$ cat config.mk
export PLATFORM = sky130hd
export DESIGN_NAME = reg_commit_sequencer
export DESIGN_NICKNAME = d
export VERILOG_FILES = /design/src/rtl/reg_commit_sequencer.sv
export SDC_FILE = /design/constraint.sdc
export NUM_CORES = 1
export LEC_CHECK = 0
export CORE_MARGIN = 1
export CORE_UTILIZATION = 40
export DETAILED_ROUTE_END_ITERATION = 10
export SYNTH_ARGS = -nofsm -noshare
export SYNTH_HDL_FRONTEND = slang
export SYNTH_SLANG_ARGS = --single-unit
export TNS_END_PERCENT = 10
$ cat constraint.sdc
create_clock -name clk_in -period 18.3 [get_ports clk_in]
set_input_delay 5.49 -clock clk_in [delete_from_list [all_inputs] [get_ports clk_in]]
set_output_delay 5.49 -clock clk_in [all_outputs]
set_load 0.01 [all_outputs]
$ cat src/rtl/reg_commit_sequencer.sv
// Commit-write sequencer: buffers ROB commit writes in a small circular FIFO,
// drains one register-file write per cycle and answers pending-write lookups.
`ifndef ROB_BIT
`define ROB_BIT 4
`endif

module reg_commit_sequencer #(
  parameter int DEPTH   = 4,
  parameter int ROB_BIT = `ROB_BIT
) (
  input  logic                     clk_in,
  input  logic                     rst_in,
  input  logic                     rdy_in,
  input  logic                     rob_clear,
  input  logic                     in_valid,
  output logic                     in_ready,
  input  logic [4:0]               in_reg_id,
  input  logic [31:0]              in_val,
  input  logic [ROB_BIT-1:0]       in_rob_id,
  output logic [4:0]               set_reg_id,
  output logic [31:0]              set_val,
  output logic [ROB_BIT-1:0]       set_reg_on_rob_id,
  input  logic [4:0]               query_reg_id,
  output logic                     query_hit,
  output logic [31:0]              query_val,
  output logic [$clog2(DEPTH):0]   count
);

  localparam int AW = $clog2(DEPTH);
  localparam int CW = AW + 1;
  localparam logic [CW-1:0] FULL = CW'(DEPTH);

  typedef struct packed {
    logic [4:0]         reg_id;
    logic [31:0]        val;
    logic [ROB_BIT-1:0] rob_id;
  } entry_t;

  entry_t        mem_q [DEPTH];
  logic [AW-1:0] head_q, head_d;
  logic [AW-1:0] tail_q, tail_d;
  logic [CW-1:0] count_q, count_d;
  logic [AW-1:0] q_idx;
  logic          enq;
  logic          deq;

  always_comb begin
    in_ready = (count_q != FULL) && !rst_in;
    // Writes to x0 are accepted handshake-wise but never stored.
    enq      = in_valid && in_ready && rdy_in && (in_reg_id != 5'd0);
    deq      = (count_q != '0) && rdy_in && !rob_clear && !rst_in;
    head_d   = head_q + AW'(deq);
    tail_d   = tail_q + AW'(enq);
    count_d  = count_q + CW'(enq) - CW'(deq);
  end

  always_comb begin
    set_reg_id        = '0;
    set_val           = '0;
    set_reg_on_rob_id = '0;
    if (deq) begin
      set_reg_id        = mem_q[head_q].reg_id;
      set_val           = mem_q[head_q].val;
      set_reg_on_rob_id = mem_q[head_q].rob_id;
    end
  end

  // Scan oldest to youngest so the last match seen is the youngest write.
  always_comb begin
    query_hit = 1'b0;
    query_val = '0;
    q_idx     = '0;
    if (!rst_in && (query_reg_id != 5'd0)) begin
      for (int i = 0; i < DEPTH; i++) begin
        q_idx = head_q + AW'(i);
        if ((CW'(i) < count_q) && (mem_q[q_idx].reg_id == query_reg_id)) begin
          query_hit = 1'b1;
          query_val = mem_q[q_idx].val;
        end
      end
    end
  end

  // NOTE: state uses non-blocking assignments so every register samples the
  // pre-edge values computed above, independent of block ordering.
  always_ff @(posedge clk_in) begin
    if (rst_in) begin
      head_q  <= '0;
      tail_q  <= '0;
      count_q <= '0;
    end else begin
      head_q  <= head_d;
      tail_q  <= tail_d;
      count_q <= count_d;
    end
  end

  // NOTE: storage is deliberately not reset; count_q gates every read, so
  // stale contents are never observable and the array maps to plain RAM.
  always_ff @(posedge clk_in) begin
    if (enq) begin
      mem_q[tail_q] <= '{reg_id: in_reg_id, val: in_val, rob_id: in_rob_id};
    end
  end

  assign count = count_q;

endmodule

==> impl_metrics.toml, run 1 <==
[critical_path]
rr_startpoint = "count[1]"
path_class = "in -> out"
cp.required_ps = 12810
rr_worst_depth = 7
path_cells = "clkdlybuf4s50_1 -> or2_2 -> mux2i_1 -> o2111ai_1 -> or2_2 -> nand3_2 -> a311oi_1 -> nor4_1 -> clkdlybuf4s50_1"
cp_slowest_cell = "nand3_2"
crit_buf_inv = 2
arrival_ps = 9620
r2r_slack_ps = 15310
end_kind = "output pin"
startpoint_type = "input pin"
cp-startpoint = "query_reg_id[2]"
crit_path_max_fanout = 32
r2r_end = "mem_q[0][35]"
cp_slowest_stage_delay_ps = 960
cp_top_family = "simple AND/OR/NAND/NOR gates"

[sta]
tns_ps = 0
fmax_mhz = 66.2
setup_viol = 0
slew_headroom = 0.263
rsz0062_at_grt = "false"
finClkSkew_ps = 11.5
fin_ws_ps = 3190
post-route-period-util = 0.826
tightest_slew_ps = 1110
finalMaxSlewViolations = 0
period_needed_ps = 15110
hold_violations = 0

[finish]
area_growth_pct = 19.6
drive_above_1_share = 0.165
area.sequential_um2 = 5070
stdcell_area_um2 = 12400
nets = 1053
fill_cells = 2261
multi_input_area_um2 = 4830

[floorplanning]
die_y_um = 163
io_pins = 129
die_area_um2 = 26600
die_w_um = 163
core_area_um2 = 25300
rows = 58
initial_utilization = 0.410

[synthesis]
netlist_top_cells_area = "edfxtp_1 47%, mux2i_1 8.2%, mux2_2 6.8%"
synth-edff-count = 164
synth_most_common_cell = "edfxtp_1"
synthArstFlopShare = 0
synth-seq-cells = 171
seq_area_frac_synth = 0.487
syn_area_um2 = 10400
yosys.cell_types.count = 56
avgSynthCellArea_um2 = 11.3
synth_top_area_cell = "edfxtp_1"
syn-instance-count = 920
synth_top_area_frac = 0.474
yosysWarningCount = 0
syn-num-nets = 978
synthFlopType = "edfxtp_1"
synth.cells.most_frequent = "164 x edfxtp_1, 136 x nor2_1, 85 x mux2i_1"

[clock_tree]
cts_max_level = 4
cts_setup_buffers = 0
cts_root_buf = "clkbuf_16"
numCtsBuffers = 17
clk_pin_slew_ps = 70
clock_latency_ps = 420
clock_path_buffers = 2
cts-resized-gates = 0
cts_tree = "done"
cts_sinks = 171
ctsHoldBuffers = 0

[global_routing]
grt_max_degree = 81
antenna_found_initial = 1
grt_pass1_wl_um = 42000
grt-busiest-layer = "met2"
gr-usage-met2 = 0.341
grt_pass1_vias = 7625
grt_use_met3 = 0.0394
grtUsageMet1 = 0.279
grt_util_all_layers = 0.208
grt_overflow = 0

[hold_path]
hp-start = "tail_q[1]"
hold_depth = 2
hold_path.class = "reg -> reg"
hold_end = "tail_q[1]"

[placed_design]
place_ws_ps = 3230
hpwlAfterDp_um = 16800
dpl-instance-area_um2 = 11900
port_buffers = 128
globalplace.congestion = 0.772

[power_and_ir_drop]
power.density_nw_per_um2 = 72.4
leakagePower_nw = 3.82
worst_ir_drop_vdd_v = 0.0000538
total_power_w = 0.000899

[detailed_routing]
firstDrtPassIters = 5
routedWlPerCell_um = 20.4
vias = 7796
drc = 0
antenna_left = 0
drtIter0Drc = 636
vias_per_cell = 5.82
finalWirelength_um = 27300

[run]
cap_violations = 0

[status]
status = "finished clean"
==> per-stage QoR <==
stage | hold slack (ps) | utilization | std cells
final | 655 | 0.491 | 1339
after CTS | 658 | 0.491 | 1338
after floorplan | 529 | - | 920
after global routing | 686 | 0.491 | 1338
after detailed placement | 646 | 0.468 | 1306
after global placement | 593 | 0.468 | 1306
==> metal layers <==
metal,share of wire,wire length (um)
met5,0,0
met4,0.015,401
met3,0.060,1630
met2,0.48,13100
met1,0.44,12100
==> cell families after synthesis <==
logic type      Yosys count  synth area share
compound gates          176             0.137
xor+xnor                 25            0.0211
simple gates            248             0.107
mux                     164             0.183
flops                   171             0.487
fa+ha+maj                 7           0.00915
buf+inv                 129            0.0554
==> final cells by class <==
class                   count  area share
clock buffers              18      0.0345
clock inverters            14      0.0108
repair buffers            141       0.111
flip-flops and latches    171       0.408
diodes                      1    0.000201
inverters                  44      0.0133
multi-input cells         620       0.389
well taps                 330      0.0332
==> worst min-delay path, cell delays in order, from the launching register on <==
cell	delay, ps
dfxtp_1	390
xnor2_1	190
nor2_1	40
==> state kept, by name, summed over array words and instances (netlist names) <==
signal / count
count: 3
head_q: 2
mem_q: 164
tail_q: 2
==> where the power goes <==
part	internal [W]	total (W)	switching (W)
sequential	0.000436	0.000443	0.00000705
clock	0.000191	0.000348	0.000157
combinational	0.0000499	0.000109	0.0000587
total	0.000676	0.000899	0.000223
==> layout by cell type, fill, tap and decap left out, types with 6 or more instances in the layout <==
master	count
inv_1	43
clkbuf_16	17
nor4_1	31
nor2b_1	13
xnor2_1	20
nand2_1	37
mux2i_1	85
a21oi_1	6
o31ai_1	24
o21ai_0	8
mux4_2	14
a31o_2	23
edfxtp_1	164
a311oi_1	58
nor2_1	133
ha_1	6
clkdlybuf4s50_1	128
buf_4	13
mux2_2	63
a211oi_1	31
==> worst max path at each step <==
| stage | end | slack [ps] | cells past startpoint |
|---|---|---|---|
| global route | query_val[1] | 3050 | 9 |
| finish | query_val[1] | 3190 | 9 |
| global placement | query_val[2] | 3280 | 9 |
| CTS | query_val[1] | 3220 | 9 |
| detailed placement | query_val[1] | 3230 | 9 |
| floorplan | query_val[18] | 5310 | 11 |
No activity file was read; power rests on OpenSTA's default activity.
==> run 2: changes to the inputs <==
==> constraint.sdc (replaced) <==
create_clock -name clk_in -period 14.7 [get_ports clk_in]
set_input_delay 4.41 -clock clk_in [delete_from_list [all_inputs] [get_ports clk_in]]
set_output_delay 4.41 -clock clk_in [all_outputs]
set_load 0.01 [all_outputs]
==> run 2 against run 1 <==
Effect of this change:
- sequential share of layout area shrank 0.082 points
- clock skew about the same
- sequential power is 24% higher
- total power is 27% higher
- design area up 0.20%
- first-iteration DRC count increased by 5.3%
- critical path depth did not move
- die area unchanged
- setup slack got worse by 1500 ps
==> impl_metrics.toml, run 2 (same netlist as run 1, synthesis figures left out) <==
[critical_path]
end_kind = "output pin"
startpoint_type = "input pin"
cp_slowest_stage_delay_ps = 1000
r2r_slack_ps = 11660
crit_buf_inv = 2
arrival_ps = 8630
cp.required_ps = 10290
path_cells = "clkdlybuf4s50_1 -> or2_2 -> mux2i_1 -> o2111ai_1 -> or2_2 -> nand3_2 -> a311oi_1 -> nor4_1 -> clkdlybuf4s50_1"
crit_path_max_fanout = 32
cp_slowest_cell = "nand3_2"
cp_top_family = "simple AND/OR/NAND/NOR gates"
path_class = "in -> out"

[detailed_routing]
vias_per_cell = 5.81
routedWlPerCell_um = 20.8
vias = 7785
drc = 0
finalWirelength_um = 27900
drtIter0Drc = 670
firstDrtPassIters = 5
antenna_left = 0

[floorplanning]
core_area_um2 = 25300
die_y_um = 163
die_area_um2 = 26600
initial_utilization = 0.410
rows = 58
die_w_um = 163
io_pins = 129

[power_and_ir_drop]
switchingPower_w = 0.000281
p_seq_frac = 0.484
p_int_w = 0.000858
power.density_nw_per_um2 = 91.5
switching_share = 0.247
clockPowerShare = 0.397
worst_ir_drop_vdd_v = 0.0000741
comb_power_share = 0.119
leakagePower_nw = 3.82

[sta]
hold-worst-slack_ps = 609
tightest_slew_ps = 1100
hold_violations = 0
fmax_mhz = 76.7
finalMaxSlewViolations = 0
period_needed_ps = 13040
rsz0062_at_grt = "false"
setup_viol = 0
finClkSkew_ps = 11.8
tns_ps = 0
slew_headroom = 0.266
post-route-period-util = 0.887

[finish]
drive_above_1_share = 0.166
nets = 1053
stdcell_area_um2 = 12500
mostFrequentLayoutCells = "164 x edfxtp_1, 133 x nor2_1, 128 x clkdlybuf4s50_1"
final_core_util = 0.492
area_growth_pct = 19.8
largest_register = "mem_q"
fill_cells = 2253
final_common_cell = "edfxtp_1"
largest_reg_flops = 164

[placed_design]
dpl-instance-area_um2 = 11900
hpwlAfterDp_um = 17200
globalplace.congestion = 0.765
port_buffers = 128

[clock_tree]
cts_sinks = 171
ctsHoldBuffers = 0
cts_max_level = 4
cts_root_buf = "clkbuf_16"
clock_path_buffers = 2
cts_setup_buffers = 0
clock_latency_ps = 430
numCtsBuffers = 17
cts-resized-gates = 0
cts_tree = "done"
clk_pin_slew_ps = 60

[global_routing]
grt_util_all_layers = 0.213
grt_max_degree = 81
grt_overflow = 0
antenna_found_initial = 1
grt_pass1_vias = 7818
grt_pass1_wl_um = 43400

[hold_path]
hold_path.class = "reg -> reg"

[run]
cap_violations = 0

[status]
status = "finished clean"
-- run 2: cell count changes in the layout (fill, tap and decap cells not counted) --
cell        before  now
clkinv_2         2    1
bufinv_16        1    2
inv_6            5    4
inv_8            2    1
clkinv_4         1    2
clkinvlp_4       2    4
clkinv_1         1    0
-- run 2: final cells by class --
class	instances	area, um2	area share
sequential	171	5070	0.407
multi-input combinational	620	4830	0.388
timing repair buffer	141	1380	0.111
clock buffer	18	429	0.0345
tap	330	413	0.0332
inverter	44	165	0.0133
clock inverter	14	159	0.0128
antenna	1	2.50	0.000201
-- run 2: power groups by stage --
stage	logic (W)	registers [W]	clock network, W
final	0.000136	0.000551	0.000452
after global routing	0.000147	0.000552	0.000481
after CTS	0.000137	0.000551	0.000460
after detailed placement	0.000136	0.000562	0
after global placement	0.000134	0.000562	0
after floorplan	0.0000776	0.000558	0
-- run 2: final timing paths --
check,startpoint,cells past startpoint,to
max,query_reg_id[2],9,query_val[1]
min reg2reg,tail_q[1],2,tail_q[1]
min,tail_q[1],2,tail_q[1]
max reg2reg,count[1],7,mem_q[0][23]
-- run 2: worst min-delay path: cells and delay by family, from the launching register on --
kind / cells / cell delay [ps]
AND/OR/NAND/NOR: 1 / 30
flip-flops: 1 / 380
XOR/XNOR: 1 / 150
-- run 2: routing by layer --
metal	wire, um	global-route usage
met1	12600	0.282
met2	13600	0.362
met3	1440	0.0338
met4	343	0.0548
met5	0	0
-- run 2: per-stage QoR --
step           setup WS, ps  power [W]  cells
2_1_floorplan          3870   0.000636    920
3_3_place_gp           1860   0.000696   1306
3_5_place_dp           1670   0.000698   1306
4_1_cts                1680    0.00115   1338
5_1_grt                1430    0.00118   1338
6_report               1660    0.00114   1339
==> run 3: changes to the inputs <==
--- a/config.mk
+++ b/config.mk
@@ -8,6 +8,7 @@
 export CORE_MARGIN = 1
 export CORE_UTILIZATION = 40
 export DETAILED_ROUTE_END_ITERATION = 10
+export SKIP_LAST_GASP = 1
 export SYNTH_ARGS = -nofsm -noshare
 export SYNTH_HDL_FRONTEND = slang
 export SYNTH_SLANG_ARGS = --single-unit
==> results of run 3 <==
No change in the layout: final DEF, timing and power equal those of run 2.
